[src/rtl/moore_first_eg_pkg.sv]
// Shared definitions for the 1011 Moore sequence detector: state encoding
// and the fixed detection pattern.
package moore_first_eg_pkg;

  // Binary state encoding, 0..4; codes 5..7 are unreachable.
  typedef enum logic [2:0] {
    S0 = 3'd0,  // idle / no match
    S1 = 3'd1,  // seen "1"
    S2 = 3'd2,  // seen "10"
    S3 = 3'd3,  // seen "101"
    S4 = 3'd4   // seen "1011" -> detect
  } state_e;

  // Pattern in arrival order, MSB first.
  localparam logic [3:0] PATTERN = 4'b1011;

endpackage : moore_first_eg_pkg

[src/rtl/moore_first_eg.sv]
// Moore overlapping detector for serial sequence 1,0,1,1 on x.
// y is decoded from the registered state only, so it rises after the edge
// that samples the final 1 and never follows x combinationally.
module moore_first_eg
  import moore_first_eg_pkg::*;
(
  input  logic clk,
  input  logic rst,   // asynchronous, active-low
  input  logic x,
  output logic y
);

  state_e state_q;
  state_e state_d;

  // State register; asynchronous active-low reset forces S0.
  always_ff @(posedge clk or negedge rst) begin
    if (!rst) begin
      state_q <= S0;
    end else begin
      state_q <= state_d;
    end
  end

  // Next-state logic; the advance condition in each state compares x with the
  // next pattern bit, and mismatches fall back to the longest matching suffix.
  always_comb begin
    state_d = S0;
    case (state_q)
      S0: state_d = (x == PATTERN[3]) ? S1 : S0;
      S1: state_d = (x == PATTERN[2]) ? S2 : S1;
      S2: state_d = (x == PATTERN[1]) ? S3 : S0;
      S3: state_d = (x == PATTERN[0]) ? S4 : S2;
      S4: state_d = x ? S1 : S2;
      default: state_d = S0;  // illegal encodings recover to idle
    endcase
  end

  // Output decode: detect flag only in S4.
  always_comb begin
    y = 1'b0;
    if (state_q == S4) begin
      y = 1'b1;
    end
  end

endmodule : moore_first_eg

[config.mk]
export PLATFORM = sky130hd
export DESIGN_NAME = moore_first_eg
export DESIGN_NICKNAME = d
export VERILOG_FILES = /design/src/rtl/moore_first_eg_pkg.sv /design/src/rtl/moore_first_eg.sv
export SDC_FILE = /design/constraint.sdc
export NUM_CORES = 1
export LEC_CHECK = 0
export BUFFER_PORTS_ARGS = -buffer_cell sky130_fd_sc_hd__buf_2
export CORE_AREA = 4 4 41 43
export CTS_CLUSTER_SIZE = 40
export DETAILED_ROUTE_END_ITERATION = 8
export DIE_AREA = 0 0 45 47
export GPL_TIMING_DRIVEN = 0
export PLACE_DENSITY = 0.35
export REMOVE_ABC_BUFFERS = 1
export SLEW_MARGIN = 0
export SYNTH_ARGS = -nofsm -noshare
export SYNTH_HDL_FRONTEND = slang
export SYNTH_SLANG_ARGS = --single-unit
[constraint.sdc]
create_clock -name clk -period 1.6 [get_ports clk]
set_input_delay 0.32 -clock clk [delete_from_list [all_inputs] [get_ports clk]]
set_output_delay 0.32 -clock clk [all_outputs]
set_load 0.02 [all_outputs]
==> results by group <==
STA
  – Fmax: 733 MHz
  – Final setup fails: 0
  – Hold Worst Slack: 0.354 ns
  – Final min period: 1.37 ns
  – Slew of the pin with the lowest slew margin: 0.216 ns
  – Setup TNS: 0 ns
  – Hold Vio Cnt, Final: 0
  – RSZ-0062 raised after global routing: no
  – Max-slew violations: 0
  – Slew headroom: 0.854
  – Tcrit/Tclk final: 0.853
  – Worst clock skew: 0.00210 ns

Global routing
  – First-pass GRT wire length: 448 µm
  – Met2 usage: 0.0395
  – Initial antenna violation count: 0
  – Vias in the first global route: 122
  – Routing usage on met1: 0.0317
  – Largest net degree at the start of global routing: 8
  – Busiest grt layer: met2
  – Gr usage total: 0.0347
  – Grt total ovfl: 0
  – Met3 Usage GRT: 0.0383

Floorplan
  – Core Footprint: 0.00130 mm²
  – Die ar.: 0.00212 mm²
  – Die X: 45 µm
  – Site Rows: 13
  – Ports: 4
  – Die Span Y: 47 µm
  – Starting Density: 0.110

Power
  – Reg power frac: 0.374
  – Leakage: 0.0000929 µW
  – Switch share: 0.228
  – Net Sw Power: 55.7 µW
  – Overall Power: 245 µW
  – Internal power: 189 µW
  – Clock Power Share: 0.542
  – Power Density: 1150 mW/mm²
  – Power share of the combinational group: 0.084
  – Peak VDD IR: 0.297 mV

Synthesis
  – Post-synthesis async set-or-reset flop share: 1.00
  – Most common cell in the netlist: dfrtp_1
  – Sequential area share after synthesis: 0.526
  – Synthesized flop and latch total: 3
  – Yosys top cell area share: 0.526
  – Cell variety after synth: 9
  – Post-Syn Area: 143 µm²
  – Most frequent cells after synthesis: dfrtp_1 (3), nor3b_1 (2)
  – Cells after Synth: 12
  – Avg Cell Area, Syn: 11.9 µm²
  – Area contributors post-synth: dfrtp_1 (53%), nor3b_1 (11%), and4b_2 (7.9%)
  – Warnings, synthesis: 0
  – Post-synth top area cell: dfrtp_1
  – Main synth FF type: dfrtp_1
  – Number of flops mapped to enable cells by yosys: 0

Clock network
  – Worst-skew pair later-pin latency: 0.23 ns
  – Post_cts resized: 0
  – Root buf cell: clkbuf_4
  – Maximum level of the CTS H-tree: 1
  – TritonCTS Sinks: 3
  – CTS Hold Buffers Added: 1
  – CTS tree: built
  – Post-CTS setup buffers: 0
  – Clock slew at reported path FFs: 0.04 ns
  – Num CTS Buffers: 3
  – CTS Buffer Depth: 2

Run status
  – Status: complete, no violations

Min path
  – Min-delay src: x
  – Hold Crit Endpoint: state_q[0]
  – Hold Path Stages: 2
  – Worst hold path type: input pin to register

Setup path
  – Crit path max-delay cell type: dfrtp_1
  – Critical path required time: 1.28 ns
  – Worst setup SP type: register
  – Register-to-register setup slack: 0.52 ns
  – Largest stage delay, worst path: 0.42 ns
  – Maximum fanout along the worst path: 7
  – Reg2reg path depth: 2
  – Crit path kind: register to output pin
  – Crit path arrival time: 1.05 ns
  – R2r startpoint: state_q[2]
  – Crit path capture type: output pin
  – CP cell instances: nor3b_1, buf_2
  – R2R Path End: state_q[1]

Final layout
  – Max FFs per register: 3
  – Area of the multi-input gates: 67.6 µm²
  – Reg area: 75.1 µm²
  – Largest regs: state_q x3
  – Fin cells: 35
  – Fillers: 152
  – Biggest register: state_q
  – Fin nets: 24
  – Antenna diodes: 0
  – Fin area: 213 µm²
  – Layout cells sized above 1: 0.350
  – Area growth syn-to-layout: 49.1%

Run
  – MaxCap Viol Count: 0

Place
  – Dpl cells: 30
  – Gpl congestion: 0.585
  – Placed Area: 176 µm²
  – Port Buffers: 3

Drt
  – DR iter-0 viols: 3
  – DRC viols: 0
  – First drt pass iteration count: 4
  – Detailed-route via count: 122
  – WL per Instance: 8.17 µm
  – Post-route ant nets: 0
  – Via/cell ratio: 3.49
  – WL final: 286 µm
==> metrics by stage <==
step | utilization | setup slack [ns]
floorplan | - | 0.337
global placement | 0.136 | 0.481
detailed placement | 0.136 | 0.493
CTS | 0.163 | 0.228
global route | 0.163 | 0.188
finish | 0.163 | 0.235
==> worst max-delay path, delay by kind of cell (launching register included) <==
family | cells | cell delay (ns)
flip-flops | 1 | 0.42
AND/OR/NAND/NOR | 1 | 0.20
buffers and inverters | 1 | 0.19
==> power by group through the flow <==
stage	clock network, µW	registers [µW]	logic, µW
after floorplan	0	90.2	12.7
after global placement	0	92.6	19.0
after detailed placement	0	92.3	19.1
after CTS	142	91.3	21.0
after global routing	144	92.6	22.9
final	132	91.5	20.6
==> placed cells by master (no fill, tap or decap) <==
master	Yosys	routed
a21oi_1	1	1
buf_2	0	3
dlygate4sd3_1	0	1
nor3b_1	2	2
and4b_2	1	1
clkbuf_1	0	1
nor4bb_1	1	1
o21a_1	1	1
nor4b_1	1	1
or3_1	1	1
nor2_1	1	1
clkbuf_4	0	3
dfrtp_1	3	3
==> kinds of logic (layout without fill, tap and decap cells) <==
| family | Yosys count | in the layout | share of synthesized area |
|---|---|---|---|
| buffers and inverters | 0 | 8 | 0 |
| AND/OR/NAND/NOR | 7 | 7 | 0.386 |
| flip-flops | 3 | 3 | 0.526 |
| AO/OA/AOI/OAI | 2 | 2 | 0.0877 |
==> layer usage <==
| metal | share of wire | wire, µm | up-vias |
|---|---|---|---|
| li1 | - | - | 64 |
| met1 | 0.57 | 163 | 56 |
| met2 | 0.38 | 110 | 2 |
| met3 | 0.042 | 12 | 0 |
| met4 | 0 | 0 | 0 |
| met5 | 0 | 0 | - |
==> area by class of cell <==
type | instances | area share
Clock buffer | 4 | 0.124
Multi-Input combinational cell | 9 | 0.318
Sequential cell | 3 | 0.353
Tap cell | 15 | 0.0882
Timing Repair Buffer | 4 | 0.118
==> worst max-delay path by stage <==
stage | start | end | slack, ns | cells after the start
after floorplan | state_q[0] | y | 0.34 | 1
after global placement | state_q[2] | y | 0.48 | 2
after detailed placement | state_q[2] | y | 0.49 | 2
after CTS | state_q[2] | y | 0.23 | 2
after global routing | state_q[2] | y | 0.19 | 2
final | state_q[2] | y | 0.23 | 2
Power figures use the tool's default switching activity.
